===== config.mk =====
export PLATFORM = sky130hd
export DESIGN_NAME = fetch_sequencer_flat
export DESIGN_NICKNAME = d
export VERILOG_FILES = /design/src/rtl/fetch_sequencer_pkg.sv /design/src/rtl/fetch_sequencer_if.sv /design/src/rtl/fetch_sequencer_sat_counter.sv /design/src/rtl/fetch_sequencer.sv /design/src/flat_wrapper.sv
export SDC_FILE = /design/constraint.sdc
export NUM_CORES = 1
export LEC_CHECK = 0
export ABC_AREA = 1
export CORE_MARGIN = 3
export CORE_UTILIZATION = 45
export DETAILED_ROUTE_END_ITERATION = 10
export PLACE_DENSITY = 0.73
export SLEW_MARGIN = 5
export SYNTH_ARGS = -nofsm -noshare
export SYNTH_HDL_FRONTEND = slang
export SYNTH_SLANG_ARGS = --single-unit

===== constraint.sdc =====
create_clock -name clk -period 1.55 [get_ports clk]
set_clock_uncertainty 0.05 [all_clocks]
set_input_delay 0.155 -clock clk [delete_from_list [all_inputs] [get_ports clk]]
set_output_delay 0.155 -clock clk [all_outputs]
set_load 0.02 [all_outputs]

===== src/rtl/fetch_sequencer_pkg.sv =====
// Shared types and constants for the fetch-stage sequencer.
// Latency: n/a (definitions only).
// Backpressure: n/a.
package fetch_sequencer_pkg;

    // Sequencer states; encodings are fixed so debug probes can decode them.
    typedef enum logic [1:0] {
        FS_BOOT   = 2'd0,
        FS_RUN    = 2'd1,
        FS_DRAIN  = 2'd2,
        FS_HALTED = 2'd3
    } fs_state_t;

    // pc_src select values seen by the fetch datapath.
    localparam logic PC_SEL_INC = 1'b0;
    localparam logic PC_SEL_BR  = 1'b1;

    // Bundle of every control output the sequencer drives in a cycle.
    typedef struct packed {
        logic pc_en;
        logic pc_sel;
        logic ifid_en;
        logic flush_ifid;
        logic flush_idex;
        logic flush_exmem;
        logic fetch_valid;
        logic halted;
    } ctrl_t;

    localparam ctrl_t CTRL_IDLE = '0;

    // Width of the shared boot/drain down-counter: enough for the larger
    // load value (cycles - 1), never narrower than one bit.
    function automatic int seq_cnt_w(input int boot_cycles, input int drain_cycles);
        int max_load;
        int w;
        max_load = (boot_cycles > drain_cycles) ? boot_cycles - 1 : drain_cycles - 1;
        w = 1;
        while ((1 << w) <= max_load) begin
            w = w + 1;
        end
        return w;
    endfunction

endpackage


===== src/rtl/fetch_sequencer_if.sv =====
// Handshake/control bundle between the fetch sequencer and the fetch datapath.
// Latency: n/a (wires only).
// Backpressure: stall_req from ID is the only hold-off; carried here as a level.
interface fetch_sequencer_if #(
    parameter int CNT_W = 32
);
    // Hazard / branch / halt inputs from ID and MEM
    logic             stall_req;
    logic             branch_taken;
    logic             halt_decoded;
    logic             resume;

    // Control outputs towards the fetch datapath and pipeline registers
    logic             pc_en;
    logic             pc_sel;
    logic             ifid_en;
    logic             flush_ifid;
    logic             flush_idex;
    logic             flush_exmem;
    logic             fetch_valid;
    logic             halted;

    // Performance counters
    logic [CNT_W-1:0] cycle_cnt;
    logic [CNT_W-1:0] stall_cnt;
    logic [CNT_W-1:0] flush_cnt;

    // Sequencer side
    modport master (
        input  stall_req, branch_taken, halt_decoded, resume,
        output pc_en, pc_sel, ifid_en, flush_ifid, flush_idex, flush_exmem,
        output fetch_valid, halted, cycle_cnt, stall_cnt, flush_cnt
    );

    // Pipeline / datapath side
    modport slave (
        output stall_req, branch_taken, halt_decoded, resume,
        input  pc_en, pc_sel, ifid_en, flush_ifid, flush_idex, flush_exmem,
        input  fetch_valid, halted, cycle_cnt, stall_cnt, flush_cnt
    );

endinterface


===== src/rtl/fetch_sequencer_sat_counter.sv =====
// Saturating up-counter used for the sequencer performance counters.
// Latency: count reflects an inc one cycle after it is sampled.
// Backpressure: none; sticks at all-ones instead of wrapping.
module fetch_sequencer_sat_counter #(
    parameter int CNT_W = 32
) (
    input  logic             clk,
    input  logic             reset,
    input  logic             inc,
    output logic [CNT_W-1:0] count
);

    // Count up on inc, clear on reset, hold once every bit is set.
    always_ff @(posedge clk) begin
        if (reset) begin
            count <= '0;
        end else if (inc && (count != '1)) begin
            count <= count + CNT_W'(1);
        end
    end

endmodule


===== src/rtl/fetch_sequencer.sv =====
// Fetch-stage control: PC hold/increment/redirect, IF/ID enable, flushes, boot and halt-drain.
// Latency: control outputs are Mealy (same cycle as inputs); state and counters update at the next edge.
// Backpressure: stall_req holds PC and IF/ID and bubbles ID/EX; a taken branch overrides it.
module fetch_sequencer
    import fetch_sequencer_pkg::*;
#(
    parameter int BOOT_CYCLES  = 2,
    parameter int DRAIN_CYCLES = 3,
    parameter int CNT_W        = 32
) (
    input  logic              clk,
    input  logic              reset,
    fetch_sequencer_if.master bus
);

    localparam int              SEQ_W      = seq_cnt_w(BOOT_CYCLES, DRAIN_CYCLES);
    localparam logic [SEQ_W-1:0] BOOT_LOAD  = SEQ_W'(BOOT_CYCLES - 1);
    localparam logic [SEQ_W-1:0] DRAIN_LOAD = SEQ_W'(DRAIN_CYCLES - 1);

    fs_state_t        state;
    logic [SEQ_W-1:0] seq_cnt;   // boot window in BOOT, remaining drain in DRAIN

    logic  branch_go;
    logic  halt_go;
    logic  stall_go;
    ctrl_t ctrl;

    // Which request wins this cycle: branch > halt > stall, each only in the
    // states that honour it. An older branch in DRAIN squashes the HALT.
    always_comb begin
        branch_go = 1'b0;
        halt_go   = 1'b0;
        stall_go  = 1'b0;
        if (!reset) begin
            branch_go = bus.branch_taken && ((state == FS_RUN) || (state == FS_DRAIN));
            halt_go   = (state == FS_RUN) && !bus.branch_taken && bus.halt_decoded;
            stall_go  = (state == FS_RUN) && !bus.branch_taken && !bus.halt_decoded
                        && bus.stall_req;
        end
    end

    // Mealy control outputs; everything is forced low while reset is asserted
    // so the datapath never sees a stray redirect during the reset cycle.
    always_comb begin
        ctrl        = CTRL_IDLE;
        ctrl.pc_sel = PC_SEL_INC;
        if (!reset) begin
            if (branch_go) begin
                ctrl.pc_en       = 1'b1;
                ctrl.pc_sel      = PC_SEL_BR;
                ctrl.ifid_en     = 1'b1;
                ctrl.flush_ifid  = 1'b1;
                ctrl.flush_idex  = 1'b1;
                ctrl.flush_exmem = 1'b1;
            end else begin
                unique case (state)
                    FS_BOOT: begin
                        ctrl = CTRL_IDLE;
                    end
                    FS_RUN: begin
                        if (halt_go) begin
                            ctrl.flush_ifid = 1'b1;
                        end else if (stall_go) begin
                            ctrl.flush_idex = 1'b1;
                        end else begin
                            ctrl.pc_en       = 1'b1;
                            ctrl.pc_sel      = PC_SEL_INC;
                            ctrl.ifid_en     = 1'b1;
                            ctrl.fetch_valid = 1'b1;
                        end
                    end
                    FS_DRAIN: begin
                        ctrl.flush_ifid = 1'b1;
                    end
                    FS_HALTED: begin
                        ctrl.halted = 1'b1;
                    end
                    default: begin
                        ctrl = CTRL_IDLE;
                    end
                endcase
            end
        end
    end

    // State machine and shared boot/drain down-counter.
    always_ff @(posedge clk) begin
        if (reset) begin
            state   <= FS_BOOT;
            seq_cnt <= BOOT_LOAD;
        end else begin
            unique case (state)
                FS_BOOT: begin
                    if (seq_cnt == '0) begin
                        state <= FS_RUN;
                    end else begin
                        seq_cnt <= seq_cnt - SEQ_W'(1);
                    end
                end
                FS_RUN: begin
                    if (halt_go) begin
                        state   <= FS_DRAIN;
                        seq_cnt <= DRAIN_LOAD;
                    end
                end
                FS_DRAIN: begin
                    if (branch_go) begin
                        state <= FS_RUN;
                    end else if (seq_cnt == '0) begin
                        state <= FS_HALTED;
                    end else begin
                        seq_cnt <= seq_cnt - SEQ_W'(1);
                    end
                end
                FS_HALTED: begin
                    if (bus.resume) begin
                        state <= FS_RUN;
                    end
                end
                default: begin
                    state <= FS_BOOT;
                end
            endcase
        end
    end

    fetch_sequencer_sat_counter #(.CNT_W(CNT_W)) u_cycle_cnt (
        .clk   (clk),
        .reset (reset),
        .inc   (1'b1),
        .count (bus.cycle_cnt)
    );

    fetch_sequencer_sat_counter #(.CNT_W(CNT_W)) u_stall_cnt (
        .clk   (clk),
        .reset (reset),
        .inc   (stall_go),
        .count (bus.stall_cnt)
    );

    fetch_sequencer_sat_counter #(.CNT_W(CNT_W)) u_flush_cnt (
        .clk   (clk),
        .reset (reset),
        .inc   (branch_go),
        .count (bus.flush_cnt)
    );

    assign bus.pc_en       = ctrl.pc_en;
    assign bus.pc_sel      = ctrl.pc_sel;
    assign bus.ifid_en     = ctrl.ifid_en;
    assign bus.flush_ifid  = ctrl.flush_ifid;
    assign bus.flush_idex  = ctrl.flush_idex;
    assign bus.flush_exmem = ctrl.flush_exmem;
    assign bus.fetch_valid = ctrl.fetch_valid;
    assign bus.halted      = ctrl.halted;

endmodule


===== src/flat_wrapper.sv =====
// flat-port wrapper written by rule: the top's interface ports become plain ports
module fetch_sequencer_flat import fetch_sequencer_pkg::*;
#(
    parameter int BOOT_CYCLES  = 2,
    parameter int DRAIN_CYCLES = 3,
    parameter int CNT_W        = 32
)
  (clk, reset, bus_stall_req, bus_branch_taken, bus_halt_decoded, bus_resume, bus_pc_en, bus_pc_sel, bus_ifid_en, bus_flush_ifid, bus_flush_idex, bus_flush_exmem, bus_fetch_valid, bus_halted, bus_cycle_cnt, bus_stall_cnt, bus_flush_cnt);
  fetch_sequencer_if #(.CNT_W(CNT_W)) bus_i ();
  input  logic clk;
  input  logic reset;
  input wire logic [$bits(bus_i.stall_req)-1:0] bus_stall_req;
  input wire logic [$bits(bus_i.branch_taken)-1:0] bus_branch_taken;
  input wire logic [$bits(bus_i.halt_decoded)-1:0] bus_halt_decoded;
  input wire logic [$bits(bus_i.resume)-1:0] bus_resume;
  output wire logic [$bits(bus_i.pc_en)-1:0] bus_pc_en;
  output wire logic [$bits(bus_i.pc_sel)-1:0] bus_pc_sel;
  output wire logic [$bits(bus_i.ifid_en)-1:0] bus_ifid_en;
  output wire logic [$bits(bus_i.flush_ifid)-1:0] bus_flush_ifid;
  output wire logic [$bits(bus_i.flush_idex)-1:0] bus_flush_idex;
  output wire logic [$bits(bus_i.flush_exmem)-1:0] bus_flush_exmem;
  output wire logic [$bits(bus_i.fetch_valid)-1:0] bus_fetch_valid;
  output wire logic [$bits(bus_i.halted)-1:0] bus_halted;
  output wire logic [$bits(bus_i.cycle_cnt)-1:0] bus_cycle_cnt;
  output wire logic [$bits(bus_i.stall_cnt)-1:0] bus_stall_cnt;
  output wire logic [$bits(bus_i.flush_cnt)-1:0] bus_flush_cnt;
  assign bus_i.stall_req = bus_stall_req;
  assign bus_i.branch_taken = bus_branch_taken;
  assign bus_i.halt_decoded = bus_halt_decoded;
  assign bus_i.resume = bus_resume;
  assign bus_pc_en = bus_i.pc_en;
  assign bus_pc_sel = bus_i.pc_sel;
  assign bus_ifid_en = bus_i.ifid_en;
  assign bus_flush_ifid = bus_i.flush_ifid;
  assign bus_flush_idex = bus_i.flush_idex;
  assign bus_flush_exmem = bus_i.flush_exmem;
  assign bus_fetch_valid = bus_i.fetch_valid;
  assign bus_halted = bus_i.halted;
  assign bus_cycle_cnt = bus_i.cycle_cnt;
  assign bus_stall_cnt = bus_i.stall_cnt;
  assign bus_flush_cnt = bus_i.flush_cnt;
  fetch_sequencer #(.BOOT_CYCLES(BOOT_CYCLES), .DRAIN_CYCLES(DRAIN_CYCLES), .CNT_W(CNT_W)) u_core (.clk(clk), .reset(reset), .bus(bus_i));
endmodule

==> metrics <==
Clock transition at path regs roughly 0.070 ns; min-delay src u_core.seq_cnt[1]$_SDFFE_PP0P_; area share of fa/ha/maj cells after synthesis 1.80%; final setup TNS -16.12 ns; WL final roughly 23000 microns; n_diodes 0; port buffer count 109; # placed instances 1465; Async SR Flop Fraction 0%; Layout Cells excl Fill 1512; Iter 0 DRT Violations 727; vias in the first global route 6948; largest family of logic cells by synthesized area simple AND/OR/NAND/NOR gates; Leakage around 5.1 nW; post-synthesis mux area share 0%; Row Count 42; GPL Wtd Cong 0.923; DRT antenna net count 0; RR Endpoint u_core.u_flush_cnt.count[30]$_SDFFE_PP0P_; Simple-Gate Fraction of Synth Area 48.1%; R2R setup slack -0.37 ns; TritonCTS clock tree done; layout cell share with drive strength beyond 1 36.7%; status finished, violations left; die area 15300 sq um; fin crit share 124%; Worst EP arrival 2.12 ns; Max Slew Vio Count 0; fmax 520 MHz; synth top area cells dfxtp_1, nand2_1, nor2_1; worst-skew pair later-pin latency 0.36 ns; RSZ-0062 raised after global routing true; Cells after Synth 1033; reg2reg start u_core.state[0]$_SDFFE_PP0P_; CTS H-tree depth 3; slowest CP cell dfxtp_4; number of CTS-inserted buffers 9; nets between 1000 and 1500; crit-path cells inv_4 > ha_4 > nand2_4 > nor2_4 > buf_6 > buf_8 > nand2_2 > nor2_1 > nand2_1 > nor2_2 > nand3_1 > nand2_1 > nor2_1; Die X-Extent 124 microns; Peak supply drop 0.559 mV; register area share after synthesis 32.0%; core area 13400 sq um; Yosys warning count 0; worst min path class flop to flop; synth unique cells 29; MaxCap Viol Count 0; Synth Area in XOR/XNOR 2.66%; DRC errors left 0; GRT Util Overall 26.6%; first-pass GRT wire length 32800 microns; antenna violations before repair 0; routed vias between 7000 and 8000; clock root buffer clkbuf_16; I/O Pins 110; Avg Cell Area, Syn 6.05 sq um; Via density 5.28; Compound-Gate Fraction of Synth Area 6.01%; HPWL Detailed 14800 microns; Worst Hold Depth 2; Worst Hold End u_core.seq_cnt[1]$_SDFFE_PP0P_; Reg2Reg Depth 13; pwr dens 671 nW/um^2; worst setup slack after layout -0.374 ns; CTS Sinks 100; Die Ht 124 microns; CP endpoint kind flop; leading area contributor after synthesis dfxtp_1; Post-Syn Area 6250 sq um; EDFF count, synth 0; setup violators final 107; WS Path Type flop to flop; Hold Fails Final Rpt 0; failing checks setup timing; Slew headroom a little under two thirds; Top FF cell, synth dfxtp_1; CTS max path bufs 2; Routed wire per std cell 15.3 microns; Starting Density 46.6%; CTS Hold Buffers Added 0; slew at the pin with the worst max-slew slack 0.544 ns; synthesized flop and latch total 100; post-layout min period 1.92 ns; CP Data Required Time 1.75 ns; Startpoint Class flop; first drt pass iteration count 7; crit path max fanout 5; Synth top area share 32.0%; Post-Syn Nets between 1000 and 1500; Max stage delay on crit path approximately 0.38 ns; largest net degree at the start of global routing 46; layout overhead on the synthesized area 67.9%; global route overflow 0
-- area by class of cell --
type	count	area, sq um
Multi-Input combinational cell	800	4670
Fill cell	928	2910
Timing Repair Buffer	314	2790
Sequential cell	100	2070
Inverter	106	413
Clock buffer	13	282
Tap cell	176	220
Clock inverter	3	42.5
-- layout by cell type (no fill, tap or decap), types with 4 or more instances in the layout --
cell	count
nand2_1	265
nor2_1	190
buf_4	174
dlygate4sd2_1	95
inv_1	82
dfxtp_1	57
nand3_1	53
nor2_4	47
a21oi_1	43
nand3_2	36
dfxtp_2	36
nand2_2	24
nor2_2	24
buf_6	22
inv_2	19
a21oi_2	17
nand2_4	16
nand3b_1	15
clkbuf_16	14
xor2_1	13
nand3_4	8
nand4_1	8
buf_12	7
dfxtp_4	7
nor3_4	6
clkdlybuf4s50_1	5
buf_8	5
inv_4	4
xnor2_1	4
o21ai_1	4
ha_4	4
ha_1	4
-- cells in the mapped netlist (2+ instances only) --
library cell,count
buf_6,9
ha_1,9
buf_4,2
inv_1,100
nand4_1,8
nand3_1,86
dfxtp_1,100
nor2_1,241
and2_1,2
a21oi_1,61
nand2_2,6
nor3_1,7
nor2_4,6
nor2_2,14
nand3b_1,15
xnor2_1,4
clkbuf_1,8
nand3_2,10
inv_2,6
xor2_1,15
o21ai_0,9
buf_2,8
nand2_1,301
-- repair_timing --
| item | in CTS | in global routing |
|---|---|---|
| setup buffers | 16 | 12 |
| endpoints found under the setup margin | 199 | 108 |
| resized for setup | 242 | 155 |
| pin swaps | 26 | 67 |
| hold endpoints to repair | 0 | 0 |
| cloned | 1 | 4 |
-- routing by layer --
layer	routed length [microns]	share of wire [%]	vias up	global-route usage (%)
met3	1590	6.8	76	3.32
met5	0	0	-	0
li1	-	-	3822	-
met1	9280	40	3716	33.4
met4	749	3.2	0	8.93
met2	11600	50	365	46.9
-- kinds of logic (layout without fill, tap and decap cells) --
| logic type | Yosys count | after routing |
|---|---|---|
| buffers and inverters | 133 | 436 |
| xor gates and xnor gates | 19 | 19 |
| adders and majority gates | 9 | 9 |
| DFF | 100 | 100 |
| and+or+nand+nor | 699 | 699 |
| AOI/OAI and AO/OA | 73 | 73 |
-- power by group --
part / internal (mW) / total (mW) / switching, mW / leakage [nW]
Sequential: 2.64 / 2.70 / 0.0591 / 0.830
Clock: 1.44 / 2.48 / 1.04 / 0.157
Combinational: 0.879 / 1.86 / 0.983 / 4.09
Total: 4.96 / 7.04 / 2.08 / 5.08
-- how the worst max path moves through the flow --
stage | from | end | slack, ns | cells past startpoint
after floorplan | u_core.state[1]$_SDFFE_PP0P_ | bus_pc_en | -0.08 | 9
after global placement | bus_branch_taken | bus_ifid_en | -0.53 | 6
after detailed placement | bus_branch_taken | bus_pc_en | -0.58 | 6
after CTS | u_core.state[0]$_SDFFE_PP0P_ | u_core.u_flush_cnt.count[15]$_SDFFE_PP0P_ | -0.27 | 12
after global routing | u_core.state[0]$_SDFFE_PP0P_ | u_core.u_flush_cnt.count[30]$_SDFFE_PP0P_ | -0.46 | 13
final | u_core.state[0]$_SDFFE_PP0P_ | u_core.u_flush_cnt.count[30]$_SDFFE_PP0P_ | -0.37 | 13
-- critical path: cells and delay by family, from the launching register on --
kind          cells  cell delay (ns)
flops             1             0.38
fa+ha+maj         1             0.28
simple gates      9             0.78
buf+inv           3             0.31
-- metrics by stage --
stage / hold slack, ns / setup WS (ns) / utilization, % / instance area, sq um / total power [mW]
finish: 0.404 / -0.374 / 78.3 / 10500 / 7.04
floorplan: 0.311 / -0.0784 / - / 6520 / 3.61
global placement: 0.397 / -0.529 / 67.0 / 8970 / 4.11
CTS: 0.405 / -0.273 / 72.4 / 9700 / 6.74
global route: 0.419 / -0.462 / 78.3 / 10500 / 7.29
detailed placement: 0.395 / -0.580 / 67.0 / 8970 / 4.13
-- sequential cells by signal (all words and copies together) (netlist names) --
| signal | count |
|---|---|
| u_core.u_cycle_cnt.count | 32 |
| u_core.u_flush_cnt.count | 32 |
| u_core.u_stall_cnt.count | 32 |
| u_core.seq_cnt | 2 |
| u_core.state | 2 |
(Power assumes the default switching activity.)
